<file path="config.mk">
export PLATFORM = sky130hd
export DESIGN_NAME = hdlc_rx_deframer_flat
export DESIGN_NICKNAME = d
export VERILOG_FILES = /design/src/rtl/hdlc_rx_deframer_pkg.sv /design/src/rtl/hdlc_rx_deframer_if.sv /design/src/rtl/hdlc_rx_deframer_fcs.sv /design/src/rtl/hdlc_rx_deframer.sv /design/src/flat_wrapper.sv
export SDC_FILE = /design/constraint.sdc
export NUM_CORES = 1
export LEC_CHECK = 0
export CAP_MARGIN = 20
export CORE_MARGIN = 2
export CORE_UTILIZATION = 31
export DETAILED_ROUTE_END_ITERATION = 12
export SYNTH_ARGS = -nofsm -noshare
export SYNTH_HDL_FRONTEND = slang
export SYNTH_SLANG_ARGS = --single-unit
</file>
<file path="constraint.sdc">
create_clock -name Clk -period 3.45 [get_ports Clk]
set_input_delay 1.035 -clock Clk [delete_from_list [all_inputs] [get_ports Clk]]
set_output_delay 1.035 -clock Clk [all_outputs]
set_load 0.01 [all_outputs]
</file>
<file path="src/rtl/hdlc_rx_deframer_pkg.sv">
// -----------------------------------------------------------------------------
// hdlc_pkg
// Shared definitions for the HDLC receive deframer: FSM state encoding, the
// flag/abort patterns as they appear in the 8-bit receive window (newest bit
// in the MSB), the CRC-16 generator polynomial and a single-bit CRC step.
// -----------------------------------------------------------------------------
package hdlc_pkg;

    typedef enum logic {
        HUNT  = 1'b0,
        FRAME = 1'b1
    } hdlcState_t;

    localparam logic [7:0]  HDLC_FLAG     = 8'h7E;
    localparam logic [7:0]  HDLC_ABORT    = 8'hFE;
    localparam logic [15:0] HDLC_CRC_POLY = 16'h8005;

    // One bit of a left-shifting CRC-16 (MSB feedback), bits in reception order.
    function automatic logic [15:0] crcStep(input logic [15:0] crc, input logic b);
        logic fb;
        fb = crc[15] ^ b;
        return {crc[14:0], 1'b0} ^ (fb ? HDLC_CRC_POLY : 16'h0000);
    endfunction

endpackage

</file>
<file path="src/rtl/hdlc_rx_deframer_if.sv">
// -----------------------------------------------------------------------------
// hdlc_rx_deframer_if
// Serial-line inputs and byte-level outputs of the HDLC receive deframer.
//   Rx, RxEN          : serial bit (idle 1) and receiver enable
//   Rx_FlagDetect     : one-cycle pulse, flag seen
//   Rx_AbortDetect    : one-cycle pulse, abort seen
//   Rx_ValidFrame     : high between opening flag and frame termination
//   Rx_NewByte        : one-cycle pulse, Rx_Data holds a new byte
//   Rx_Data[7:0]      : last assembled byte, first received bit in bit 0
//   Rx_EoF            : one-cycle pulse after Rx_ValidFrame falls
//   Rx_FrameError     : with Rx_EoF, misaligned close or enable loss
//   Rx_FCSerr         : with Rx_EoF, CRC residue non-zero
// Modports: master drives the line (source side), slave is the deframer.
// -----------------------------------------------------------------------------
interface hdlc_rx_deframer_if;

    logic       Rx;
    logic       RxEN;
    logic       Rx_FlagDetect;
    logic       Rx_AbortDetect;
    logic       Rx_ValidFrame;
    logic       Rx_NewByte;
    logic [7:0] Rx_Data;
    logic       Rx_EoF;
    logic       Rx_FrameError;
    logic       Rx_FCSerr;

    modport master (
        output Rx, RxEN,
        input  Rx_FlagDetect, Rx_AbortDetect, Rx_ValidFrame, Rx_NewByte,
               Rx_Data, Rx_EoF, Rx_FrameError, Rx_FCSerr
    );

    modport slave (
        input  Rx, RxEN,
        output Rx_FlagDetect, Rx_AbortDetect, Rx_ValidFrame, Rx_NewByte,
               Rx_Data, Rx_EoF, Rx_FrameError, Rx_FCSerr
    );

endinterface

</file>
<file path="src/rtl/hdlc_rx_deframer_fcs.sv">
// -----------------------------------------------------------------------------
// hdlc_rx_fcs
// Bit-serial CRC-16 (x^16+x^15+x^2+1, init 0) over kept data bits. When the
// received FCS bytes are included, a clean frame leaves a zero residue.
// Built only when HDLC_RX_FCS_EN is defined.
//   Clk, Rst    : clock, asynchronous active-low reset
//   clear       : restart the CRC (frame entry)
//   bit_valid   : bit_in is a kept data bit
//   bit_in      : data bit, in order of reception
//   residue_ok  : CRC register is zero
// -----------------------------------------------------------------------------
`ifdef HDLC_RX_FCS_EN
module hdlc_rx_fcs
    import hdlc_pkg::*;
(
    input  logic Clk,
    input  logic Rst,
    input  logic clear,
    input  logic bit_valid,
    input  logic bit_in,
    output logic residue_ok
);

    logic [15:0] crc;

    always_ff @(posedge Clk or negedge Rst) begin
        if (!Rst) begin
            crc <= 16'h0000;
        end else if (clear) begin
            crc <= 16'h0000;
        end else if (bit_valid) begin
            crc <= crcStep(crc, bit_in);
        end
    end

    assign residue_ok = (crc == 16'h0000);

endmodule
`endif

</file>
<file path="src/rtl/hdlc_rx_deframer.sv">
// -----------------------------------------------------------------------------
// hdlc_rx_deframer
// Bit-level HDLC receive front end: flag hunt, abort detection, zero removal
// and LSB-first byte assembly, with an optional CRC-16 frame check.
//   Clk   : clock, rising edge
//   Rst   : asynchronous active-low reset
//   rxIf  : hdlc_rx_deframer_if.slave (Rx/RxEN in, byte stream and status out)
// Build option: define HDLC_RX_FCS_EN to include the CRC-16 checker;
// otherwise Rx_FCSerr is tied 0.
// -----------------------------------------------------------------------------
module hdlc_rx_deframer
    import hdlc_pkg::*;
(
    input  logic              Clk,
    input  logic              Rst,
    hdlc_rx_deframer_if.slave rxIf
);

    logic [7:0] sr;
    logic [7:0] srVld;      // window bits still eligible for byte assembly
    logic       flagHit_p0;
    logic       abortHit_p0;
    logic       dBit_p0;
    logic       vld_p0;
    logic       stuffed_p0;
    logic       keep_p0;

    logic       flagDet;
    logic       abortDet;
    hdlcState_t state;
    logic       validFrame;
    logic       closePend;
    logic       errPend;
    logic       eof;
    logic       frameErr;

    logic [2:0] onesCnt;
    logic [2:0] bitCnt;
    logic [7:0] byteCnt;
    logic [7:0] shReg;
    logic [7:0] dataOut;
    logic       newByte;

    logic       openFrame;
    logic       closeFlag;
    logic       closeAbort;
    logic       enLoss;

    // ---- stage p0: window match and departing bit ----
    assign flagHit_p0  = (sr == HDLC_FLAG);
    assign abortHit_p0 = (sr == HDLC_ABORT);
    assign dBit_p0     = sr[0];
    // A match invalidates every bit in the window, including the one leaving now.
    assign vld_p0      = rxIf.RxEN & srVld[0] & ~flagHit_p0 & ~abortHit_p0;
    assign stuffed_p0  = (onesCnt == 3'd5) & ~dBit_p0;
    assign keep_p0     = vld_p0 & (state == FRAME) & ~stuffed_p0;

    assign openFrame  = rxIf.RxEN & (state == HUNT) & flagDet;
    assign closeFlag  = rxIf.RxEN & (state == FRAME) & flagDet &
                        ((byteCnt != 8'd0) || (bitCnt != 3'd0));
    assign closeAbort = rxIf.RxEN & (state == FRAME) & abortDet;
    assign enLoss     = ~rxIf.RxEN & (state == FRAME);

    always_ff @(posedge Clk or negedge Rst) begin
        if (!Rst) begin
            sr       <= 8'hFF;
            srVld    <= 8'h00;
            flagDet  <= 1'b0;
            abortDet <= 1'b0;
        end else begin
            flagDet  <= rxIf.RxEN & flagHit_p0;
            abortDet <= rxIf.RxEN & abortHit_p0;
            if (rxIf.RxEN) begin
                sr    <= {rxIf.Rx, sr[7:1]};
                srVld <= (flagHit_p0 | abortHit_p0) ? 8'h80 : {1'b1, srVld[7:1]};
            end
        end
    end

    // ---- stage p1: zero removal and byte assembly ----
    always_ff @(posedge Clk or negedge Rst) begin
        if (!Rst) begin
            onesCnt <= 3'd0;
            bitCnt  <= 3'd0;
            byteCnt <= 8'd0;
            shReg   <= 8'h00;
            dataOut <= 8'h00;
            newByte <= 1'b0;
        end else begin
            newByte <= 1'b0;
            if (openFrame) begin
                onesCnt <= 3'd0;
                bitCnt  <= 3'd0;
                byteCnt <= 8'd0;
                shReg   <= 8'h00;
            end else if (vld_p0 && (state == FRAME)) begin
                if (stuffed_p0) begin
                    onesCnt <= 3'd0;
                end else begin
                    onesCnt <= dBit_p0 ? ((onesCnt == 3'd7) ? 3'd7 : onesCnt + 3'd1) : 3'd0;
                    shReg   <= {dBit_p0, shReg[7:1]};
                    bitCnt  <= bitCnt + 3'd1;
                    if (bitCnt == 3'd7) begin
                        dataOut <= {dBit_p0, shReg[7:1]};
                        newByte <= 1'b1;
                        if (byteCnt != 8'd255) begin
                            byteCnt <= byteCnt + 8'd1;
                        end
                    end
                end
            end
        end
    end

    // ---- stage p2: frame FSM and end-of-frame status ----
    always_ff @(posedge Clk or negedge Rst) begin
        if (!Rst) begin
            state      <= HUNT;
            validFrame <= 1'b0;
            closePend  <= 1'b0;
            errPend    <= 1'b0;
            eof        <= 1'b0;
            frameErr   <= 1'b0;
        end else begin
            eof       <= closePend;
            frameErr  <= errPend;
            closePend <= 1'b0;
            errPend   <= 1'b0;
            if (!rxIf.RxEN) begin
                state      <= HUNT;
                validFrame <= 1'b0;
                if (enLoss) begin
                    closePend <= 1'b1;
                    errPend   <= 1'b1;
                end
            end else begin
                case (state)
                    HUNT: begin
                        if (openFrame) begin
                            state      <= FRAME;
                            validFrame <= 1'b1;
                        end
                    end
                    FRAME: begin
                        if (closeAbort) begin
                            state      <= HUNT;
                            validFrame <= 1'b0;
                            closePend  <= 1'b1;
                        end else if (closeFlag) begin
                            state      <= HUNT;
                            validFrame <= 1'b0;
                            closePend  <= 1'b1;
                            errPend    <= (bitCnt != 3'd0);
                        end
                    end
                    default: begin
                        state      <= HUNT;
                        validFrame <= 1'b0;
                    end
                endcase
            end
        end
    end

    assign rxIf.Rx_FlagDetect  = flagDet;
    assign rxIf.Rx_AbortDetect = abortDet;
    assign rxIf.Rx_ValidFrame  = validFrame;
    assign rxIf.Rx_NewByte     = newByte;
    assign rxIf.Rx_Data        = dataOut;
    assign rxIf.Rx_EoF         = eof;
    assign rxIf.Rx_FrameError  = frameErr;

`ifdef HDLC_RX_FCS_EN
    logic residueOk;
    logic fcsPend;
    logic fcsErr;

    hdlc_rx_fcs u_fcs (
        .Clk        (Clk),
        .Rst        (Rst),
        .clear      (openFrame),
        .bit_valid  (keep_p0),
        .bit_in     (dBit_p0),
        .residue_ok (residueOk)
    );

    always_ff @(posedge Clk or negedge Rst) begin
        if (!Rst) begin
            fcsPend <= 1'b0;
            fcsErr  <= 1'b0;
        end else begin
            fcsPend <= closeFlag & ~residueOk;
            fcsErr  <= fcsPend;
        end
    end

    assign rxIf.Rx_FCSerr = fcsErr;
`else
    assign rxIf.Rx_FCSerr = 1'b0;
`endif

endmodule

</file>
<file path="src/flat_wrapper.sv">
// flat-port wrapper written by rule: the top's interface ports become plain ports
module hdlc_rx_deframer_flat import hdlc_pkg::*;
  (Clk, Rst, rxIf_Rx, rxIf_RxEN, rxIf_Rx_FlagDetect, rxIf_Rx_AbortDetect, rxIf_Rx_ValidFrame, rxIf_Rx_NewByte, rxIf_Rx_Data, rxIf_Rx_EoF, rxIf_Rx_FrameError, rxIf_Rx_FCSerr);
  hdlc_rx_deframer_if rxIf_i ();
  input  logic Clk;
  input  logic Rst;
  input wire logic [$bits(rxIf_i.Rx)-1:0] rxIf_Rx;
  input wire logic [$bits(rxIf_i.RxEN)-1:0] rxIf_RxEN;
  output wire logic [$bits(rxIf_i.Rx_FlagDetect)-1:0] rxIf_Rx_FlagDetect;
  output wire logic [$bits(rxIf_i.Rx_AbortDetect)-1:0] rxIf_Rx_AbortDetect;
  output wire logic [$bits(rxIf_i.Rx_ValidFrame)-1:0] rxIf_Rx_ValidFrame;
  output wire logic [$bits(rxIf_i.Rx_NewByte)-1:0] rxIf_Rx_NewByte;
  output wire logic [$bits(rxIf_i.Rx_Data)-1:0] rxIf_Rx_Data;
  output wire logic [$bits(rxIf_i.Rx_EoF)-1:0] rxIf_Rx_EoF;
  output wire logic [$bits(rxIf_i.Rx_FrameError)-1:0] rxIf_Rx_FrameError;
  output wire logic [$bits(rxIf_i.Rx_FCSerr)-1:0] rxIf_Rx_FCSerr;
  assign rxIf_i.Rx = rxIf_Rx;
  assign rxIf_i.RxEN = rxIf_RxEN;
  assign rxIf_Rx_FlagDetect = rxIf_i.Rx_FlagDetect;
  assign rxIf_Rx_AbortDetect = rxIf_i.Rx_AbortDetect;
  assign rxIf_Rx_ValidFrame = rxIf_i.Rx_ValidFrame;
  assign rxIf_Rx_NewByte = rxIf_i.Rx_NewByte;
  assign rxIf_Rx_Data = rxIf_i.Rx_Data;
  assign rxIf_Rx_EoF = rxIf_i.Rx_EoF;
  assign rxIf_Rx_FrameError = rxIf_i.Rx_FrameError;
  assign rxIf_Rx_FCSerr = rxIf_i.Rx_FCSerr;
  hdlc_rx_deframer u_core (.Clk(Clk), .Rst(Rst), .rxIf(rxIf_i));
endmodule
</file>
Word-level counts from Yosys, hierarchy flattened. Cells that the tools add are included.

Register bits after elaboration: 55. Input bits: 4.

Reductions and logical operators: 11. Bitwise operators: 21. Add/sub/neg operators: 3. Muxes and demuxes: 40. Equal/unequal tests: 9.

Operators with widths (count): $mux W8 (8); $mux W3 (8); $mux W1 (21); $and A1 B1 Y1 (13); $eq A3 B3 Y1 const B (3); $add A8 B1 Y8 const B (1); $eq A8 B7 Y1 const B (1); $eq A8 B8 Y1 const B (1); $ne A8 B8 Y1 const B (1); $reduce_and A4 Y1 (2); $reduce_bool A8 Y1 (1); $mux W7 (1); $not A1 Y1 (7); $add A3 B1 Y3 const B (2); $reduce_bool A2 Y1 (3); $ne A4 B4 Y1 const B (1); $pmux W1 S2 (2); $reduce_and A2 Y1 (2); $ne A3 B2 Y1 const B (1); $reduce_bool A3 Y1 (1); $ne A2 B2 Y1 const B (1); $logic_and A1 B1 Y1 (1); $logic_or A1 B1 Y1 (1); $or A1 B1 Y1 (1).

Logic depth before layout (Yosys ltp). Gate-level depths: netlist of run 1.

Depth after elaboration: 7. Depth in mapped cells: 7. Gate-level depth less buffers: 7.

Worst setup path before layout of run 1. OpenSTA, ideal clock, no wires.

Path type: input to register. Start: input rxIf_RxEN. End: register u_core.byteCnt[2]. Arrival time: 2.024 ns. Setup slack: 1.300 ns. Stages: 5. Cells stage by stage: and3_1 -> o21ai_4 -> nor3_4 -> nor2_2 -> a221o_1.

Cells in the longest elaborated chain, start to end: 6. Elaborated cells between the ends (all ways): 12. Those cells by class: eq/ne: 1; mux: 1; bitwise: 5; reduce/logical: 5.

Ends and longest elaborated chain: start, declared (line flat_wrapper.sv:8) `input wire logic [$bits(rxIf_i.RxEN)-1:0] rxIf_RxEN;`; $and A1 B1 Y1 (3 in series) (line hdlc_rx_deframer.sv:54) `assign vld_p0 = rxIf.RxEN & srVld[0] & ~flagHit_p0 & ~abortHit_p0;`; $logic_and A1 B1 Y1 (line hdlc_rx_deframer.sv:96) `end else if (vld_p0 && (state == FRAME)) begin`; $reduce_bool A2 Y1 (no line); $reduce_and A4 Y1 (no line); end signal, assigned (line hdlc_rx_deframer.sv:107) `byteCnt <= byteCnt + 8'd1;`; end, declared (line hdlc_rx_deframer.sv:39) `logic [7:0] byteCnt;`.

Several ways; a longest one is shown, not always the timed one. A chain may end at the register's enable or synchronous reset.

Final worst setup path of run 1. Ends and elaborated chain as after synthesis.

==> results of run 1 <==
[area by class of cell]
type | instances | area (µm²) | area share (%)
well taps | 102 | 127.6 | 4.576
clock inverters | 3 | 26.28 | 0.9421
flip-flops and latches | 54 | 1361 | 48.81
repair buffers | 20 | 187.7 | 6.729
clock buffers | 5 | 68.82 | 2.467
inverters | 14 | 52.55 | 1.884
multi-input cells | 136 | 964.7 | 34.59
[flip-flops by register name (all words and copies together), names as in the netlist, 3 cells and up]
signal,count
u_core.bitCnt,3
u_core.byteCnt,8
u_core.onesCnt,3
u_core.rxIf.Rx_Data,8
u_core.shReg,7
u_core.sr,8
u_core.srVld,8
[power breakdown]
part	total [mW]	internal, mW	switching (mW)
clock	0.358	0.147	0.211
combinational	0.0881	0.0466	0.0414
sequential	0.730	0.691	0.0396
total	1.18	0.884	0.292
[cells in the final DEF (no fill, tap or decap), types with 8 or more instances in the layout]
| master | n |
|---|---|
| mux2_1 | 8 |
| clkdlybuf4s50_1 | 16 |
| inv_1 | 14 |
| dfstp_2 | 8 |
| dfrtp_1 | 46 |
| a21oi_1 | 10 |
| o21ai_0 | 11 |
| nand3_1 | 12 |
| nand2_1 | 26 |
| mux2_2 | 9 |
[critical path: cells and delay by family]
| family | cells | cell delay [ns] |
|---|---|---|
| compound gates | 2 | 0.46 |
| buf+inv | 1 | 0.47 |
| simple gates | 3 | 0.70 |
[per-stage QoR]
step	worst slack [ns]	std cells	instance area (µm²)
detailed placement	0.6410	326	2694
global placement	0.6761	326	2694
floorplan	1.300	211	2411
global route	0.8717	334	2789
CTS	0.9799	334	2789
finish	0.9792	334	2789
[routing by layer]
layer	part of all wire, %	track usage [%]	vias to the layer above
li1	-	-	768
met1	51	14.38	745
met2	44	16.18	15
met3	2.9	2.794	4
met4	1.3	3.358	0
met5	0	0	-
[kinds of logic (layout without fill, tap and decap cells)]
kind of cell	after synthesis	after routing	synth area share (%)
and+or+nand+nor	77	77	19.10
DFF	54	54	56.46
AOI/OAI and AO/OA	32	32	8.407
buffers and inverters	21	42	3.529
muxes	18	18	8.355
adders and majority gates	7	7	3.632
other	1	1	0.1555
xor gates and xnor gates	1	1	0.3633
[path summary, 6_finish.rpt]
path | from | to | slack, ns | cells past startpoint
max | rxIf_RxEN | u_core.byteCnt[2] | 0.98 | 6
min | u_core.errPend | u_core.rxIf.Rx_FrameError | 0.36 | 0
max reg2reg | u_core.byteCnt[0] | u_core.byteCnt[2] | 1.60 | 6
min reg2reg | u_core.errPend | u_core.rxIf.Rx_FrameError | 0.36 | 0
max in group asynchronous | Rst | u_core.onesCnt[2] | 1.89 | 2
min in group asynchronous | Rst | u_core.closePend | 0.86 | 1
==> run metrics, run 1 <==
clock skew=0.009047 ns; post-synthesis register bit count=54; Final ANT Viol Nets=0; Die Ht=92.19 µm; Clock Pin Slew Worst Setup and Hold Paths=0.09 ns; Synth top area share=between 40% and 50%; first-pass GRT wire length=7127 µm; number of enable flip-flop cells after synthesis=0; max_slew headroom=38.61%; Max-Cap Viols=0; First DRT Iteration DRCs=92; Nets=242; Final Power=roughly 1.2 mW; # rows=32; DRT Pass-1 Iters=4; crit share post-route=a little under three quarters; fmax=404.7 MHz; post-synthesis sequential area ratio=56.46%; port buffer count=17; WHS=approximately 0.36 ns; Max Slew Vio Count=0; Fin Setup TNS=0 ns; Ys Warns=0; DP HPWL=between 2000 and 3000 µm; fill count=732; ys async rst share=between 90% and 100%; Lkg Pwr=1.305 nW; antenna cells=0; Final Critical Period=2.471 ns; Finished Core Util=36.47%; Cell Pwr Density=421.7 nW/µm²; Initial Util=between 30% and 40%; htree depth=2; TritonCTS buffer count=5; crit end category=register; hold violation total from the final report=0; Syn Inst Count=211; RSZ-0062 raised after global routing=no; synthesis-to-finish area growth=15.67%; DRC=0; CP max FO=10; ranking of synthesized cells by area=dfrtp_1 (48%), dfstp_2 (8.7%), mux2_2 (4.2%); routed vias=1532; Critical Path AT=2.66 ns; Via density=approximately 4.6; maximum clock path buffer count=2; CP Data Required Time=3.64 ns; TritonCTS clock tree=yes; critical path class=input port to register; vias in the first global route=roughly 1500; GRT overflow=0; layout cell share with drive strength beyond 1=17.24%; count leader, synth=dfrtp_1; Hold-fix buffers, CTS=0; Core Area=7647 µm²; Synth Flop Type=dfrtp_1; # setup viols final=0; Top Ports=19; worst vdd ir=roughly 0.20 mV; GP Congestion=0.7884; largest stage delay on the critical path=roughly 0.47 ns; Post-CTS Setup Bufs=0; post_cts resized=0; status=finished clean; synthesized cell area=2411 µm²; clock sink count=54; largest net degree at the start of global routing=44; Slowest cell on crit path=clkdlybuf4s50_1; wire length per cell=~12 µm; drt total wl=3976 µm; initial antenna violation count=0; DIE AREA=8499 µm²; Slew @ Worst Pin=~0.92 ns; Die Width=just over 90 µm; HP Class=register to register; Total GRT Usage=10.48%; post-synth top area cell=dfrtp_1; clock root buffer=clkbuf_8; Clk Latency, worst-skew pair=0.31 ns; Mapped Avg Cell Area=11.43 µm²; CP cell instances=clkdlybuf4s50_1 -> and3_1 -> o21ai_4 -> nor3_4 -> nor2_2 -> a221o_1; Unique masters post-synth=50; Worst setup SP type=input port; Syn Nets=~220; synth cell count leaders=dfrtp_1 (46), nand2_1 (26), inv_1 (14), nand3_1 (12), o21ai_0 (11)
Note: power is estimated with default switching activity, not from simulation.
==> run 2: changes to the inputs <==
Clock period 3.45 ns to 2.4 ns, I/O delays scaled along.
==> run metrics, run 2 (same netlist as run 1, synthesis figures left out) <==
status=finished clean; CP Data Required Time=2.59 ns (-1.05 ns); Hold Crit Start=u_core.errPend; max_slew headroom=64.95% (+26 points); critical path class=input port to register; HP Class=register to register; Max Slew Vio Count=0 (unchanged); layout cell share with drive strength beyond 1=20.66% (+3.4 points); wire length per cell=12.16 µm (+2.1%); Total GRT Usage=10.53% (+0.055 points); R2R Setup Slk=0.54 ns (-1.06 ns); placed cell areas=2794 µm² (+3.7%); Max-Cap Viols=0 (unchanged); most frequent cells in the layout=dfrtp_1 (46), nand2_1 (26), clkdlybuf4s50_1 (16); commonest non-fill, non-tap cell in the layout=dfrtp_1; WHS Endpoint=u_core.rxIf.Rx_FrameError; GP Congestion=0.7752 (-1.7%); fill count=761 (+4.0%); Finished Core Util=37.76% (+1.3 points); Final Critical Period=2.038 ns; clock root buffer=clkbuf_8; Clk Latency, worst-skew pair=0.30 ns (about the same); DP HPWL=2953 µm (+5.2%); post_cts resized=0 (unchanged); routed vias=1589 (+3.7%); worst vdd ir=0.2850 mV (+45%); hold depth=0 (unchanged); WHS=0.3566 ns (-0.005712 ns); crit end category=register; vias in the first global route=1574 (+5.4%); RSZ-0062 raised after global routing=no; Via density=4.619 (+0.71%); Lkg Pwr=1.359 nW (+4.2%); # rows=32 (unchanged); Slew @ Worst Pin=0.5258 ns (-0.3950 ns); drt total wl=4182 µm (+5.2%); Fin Setup TNS=0 ns (unchanged); crit share post-route=84.90%; Worst R2R End=u_core.byteCnt[7]; htree depth=2 (unchanged); maximum clock path buffer count=2 (unchanged); sw frac=24.91% (+0.10 points); fmax=approximately 490 MHz; clock skew=0.009827 ns (+0.0007807 ns); First DRT Iteration DRCs=75 (-18%); Clock Pin Slew Worst Setup and Hold Paths=0.10 ns (about the same); DRC=0 (unchanged); Top Ports=19 (unchanged); clock sink count=54 (unchanged); Die Width=92.19 µm (unchanged); Initial Util=31.53% (unchanged); hold violation total from the final report=0 (unchanged); DRT Pass-1 Iters=4 (unchanged); GRT overflow=0 (unchanged); Cell Pwr Density=588.3 nW/µm² (+39%); first-pass GRT wire length=7320 µm (+2.7%); DIE AREA=8499 µm² (unchanged); antenna cells=0 (unchanged); CP max FO=6 (-4); sequential power share=61.8% (-0.3 points); TritonCTS clock tree=yes; synthesis-to-finish area growth=19.77%; Final ANT Viol Nets=0 (unchanged); FF-to-FF Start=u_core.byteCnt[0]; TritonCTS buffer count=5 (unchanged); Post-CTS Setup Bufs=0 (unchanged); Clk pwr share=30.3% (about the same); Core Area=7647 µm² (unchanged); Design Area, Final=2888 µm² (+3.5%); initial antenna violation count=0 (unchanged); Worst setup SP type=input port; Hold-fix buffers, CTS=0 (unchanged); combinational fraction of design power=7.8% (+0.3 points); internal power=1.276 mW (+44%); largest net degree at the start of global routing=34 (-23%); Critical Path AT=2.23 ns (-0.43 ns); port buffer count=17 (unchanged); Reg2Reg Depth=7 (+1); Nets=252 (+4.1%); Die Ht=92.19 µm (unchanged); # setup viols final=0 (unchanged); P_sw=423.2 µW (+45%)
## run 2: cell types whose count changed in the layout (fill, tap and decap cells not counted), sizes merged
cell      change
buf          +10
clkinv        -2
clkinvlp      +1
inv           +1
## run 2: layout make-up
type	count	area [µm²]	area share, %
Sequential cell	54	1361	47.14
Multi-Input combinational cell	136	964.7	33.41
Timing Repair Buffer	30	287.8	9.965
Tap cell	102	127.6	4.419
Clock buffer	5	68.82	2.383
Inverter	14	52.55	1.820
Clock inverter	3	25.02	0.8666
## run 2: critical path, stage by stage
cell	delay, ns
clkdlybuf4s50_1	0.47
and3_1	0.23
o21ai_4	0.12
nor3_4	0.31
nor2_2	0.08
a211o_1	0.29
## run 2: power by group through the flow
stage / logic (mW) / registers (mW) / clock network [mW]
detailed placement: 0.136 / 1.07 / 0
global placement: 0.135 / 1.07 / 0
finish: 0.133 / 1.05 / 0.515
floorplan: 0.0935 / 1.05 / 0
global route: 0.150 / 1.06 / 0.576
CTS: 0.137 / 1.05 / 0.546
## run 2: worst max-delay path by stage
stage                     slack, ns  cells past startpoint  startpoint           endpoint
after floorplan                0.57                      5   rxIf_RxEN  u_core.byteCnt[2]
after global placement         0.06                      6   rxIf_RxEN  u_core.byteCnt[2]
after detailed placement       0.03                      6   rxIf_RxEN  u_core.byteCnt[2]
after CTS                      0.36                      6   rxIf_RxEN  u_core.byteCnt[7]
after global routing           0.28                      6   rxIf_RxEN  u_core.byteCnt[2]
final                          0.36                      6   rxIf_RxEN  u_core.byteCnt[7]
## run 2: metrics by stage
step	power, mW	setup WS, ns	std cells
floorplan	1.145	0.5650	211
global placement	1.202	0.05567	336
detailed placement	1.206	0.02630	336
CTS	1.735	0.3590	344
global route	1.788	0.2811	344
finish	1.699	0.3625	344
## run 2: per-layer routing
layer | vias to the layer above | part of all wire [%] | GRT usage (%)
met5 | - | 0 | 0
met4 | 0 | 1.4 | 3.358
met3 | 5 | 2.9 | 2.547
met2 | 16 | 47 | 17.10
met1 | 780 | 49 | 13.90
li1 | 788 | - | -
==> RTL edit, RTL diff (settings of run 2) <==
Build with the macro `HDLC_RX_FCS_EN` defined.
--- a/src/rtl/hdlc_rx_deframer_fcs.sv
+++ b/src/rtl/hdlc_rx_deframer_fcs.sv
@@ -11,2 +11,4 @@
 // -----------------------------------------------------------------------------
+`define HDLC_RX_FCS_EN
+
 `ifdef HDLC_RX_FCS_EN
Check against the original RTL: same outputs for any inputs over 10 cycles, from zero or initial values and one cycle with Rst low; that may be too few to reach the edited logic, so the function may still have changed.
==> RTL edit against run 2 <==
Wire length increased by 42%; final area increased by 30%; sequential power up 28%; area after synthesis increased by 31%; setup slack improved by 10 ps; final cell count rose by 34%; total power is 48% higher; sequential cell count increased by 18; register-to-register slack worse by 30 ps; largest power group unchanged.
==> RTL edit: results (changes against run 2) <==
r2r_slack_ps: 510  # -30 ps
status: "complete, no violations"
syn-num-nets: 307  # +38%
nets: 335  # +33%
crit_fanout: 4  # -2
synthAdderAreaFrac_pct: 2.777  # -0.86 points
clock_latency_ps: 350  # +50 ps
synth_compound_area_share_pct: 6.942  # -1.5 points
layoutNonFillerInstCount: 462  # +34%
synth_xor_area_share_pct: 0.8330  # +0.47 points
critPathLaunch: "u_core.rxIf.Rx_FlagDetect$_DFF_PN0_"
p_leak_nw: 1.786  # +31%
grt.total_usage_pct: 12.33  # +1.8 points
max_stage_delay_ps: 560  # +90 ps
synth_cell_types: 46  # -8.0%
synth_area_leaders: "dfrtp_1, nand2_1, dfstp_2"
dp_cells: 446  # +33%
drt_iter0_drc: 120  # +60%
dp_hpwl_mm: 3.939  # +33%
pre_cts_slack_ps: 31.98  # +5.679 ps
relSlewSlack_pct: 73.43  # +8.5 points
setup_ws_ps: 372.6  # +10.12 ps
ys_top_cells_by_count: "dfrtp_1, nand2_1, nand3_1, mux2_2, inv_1"
synth.mux.area_fraction_pct: 6.704  # -1.7 points
clock_skew_ps: 7.403  # -2.425 ps
io_buffer_count: 18  # +1
RTL edit: cell count changes in the layout (fill, tap and decap cells not counted), sizes merged, moves of 3 or more:
| cell | change |
|---|---|
| clkbuf | +8 |
| nand3 | +22 |
| nand2 | +34 |
| a21oi | -4 |
| dfrtp | +18 |
| nor3 | +3 |
RTL edit: worst paths after layout:
| path | cells after the start | endpoint |
|---|---|---|
| setup reg to reg | 5 | u_core.byteCnt[7]$_DFFE_PN0P_ |
| hold / removal | 0 | u_core.rxIf.Rx_FrameError$_DFF_PN0_ |
| setup / recovery | 1 | rxIf_Rx_FlagDetect |
| max in group asynchronous | 2 | u_core.sr[0]$_DFFE_PN1P_ |
| hold reg to reg | 0 | u_core.rxIf.Rx_FrameError$_DFF_PN0_ |
| min in group asynchronous | 2 | u_core.srVld[7]$_DFFE_PN0P_ |
RTL edit: power groups by stage:
stage | clock [mW] | sequential, mW | combinational (mW)
3_5_place_dp | 0 | 1.37 | 0.216
6_report | 0.959 | 1.34 | 0.209
5_1_grt | 1.06 | 1.35 | 0.243
3_3_place_gp | 0 | 1.36 | 0.212
2_1_floorplan | 0 | 1.37 | 0.146
4_1_cts | 0.990 | 1.34 | 0.216
RTL edit: final cells by class:
| class | instances | area, µm² |
|---|---|---|
| Multi-Input combinational cell | 195 | 1209 |
| Clock inverter | 3 | 40.04 |
| Tap cell | 133 | 166.4 |
| Timing Repair Buffer | 31 | 297.8 |
| Sequential cell | 72 | 1812 |
| Inverter | 15 | 56.30 |
| Clock buffer | 13 | 158.9 |
| Fill cell | 1016 | 6080 |
RTL edit: routing by layer:
layer,part of all wire [%],vias to the layer above,track usage (%)
met5,0,-,0
met4,2.0,0,5.143
met3,5.1,9,4.741
met2,45,32,18.32
met1,48,1043,16.07
li1,-,1062,-
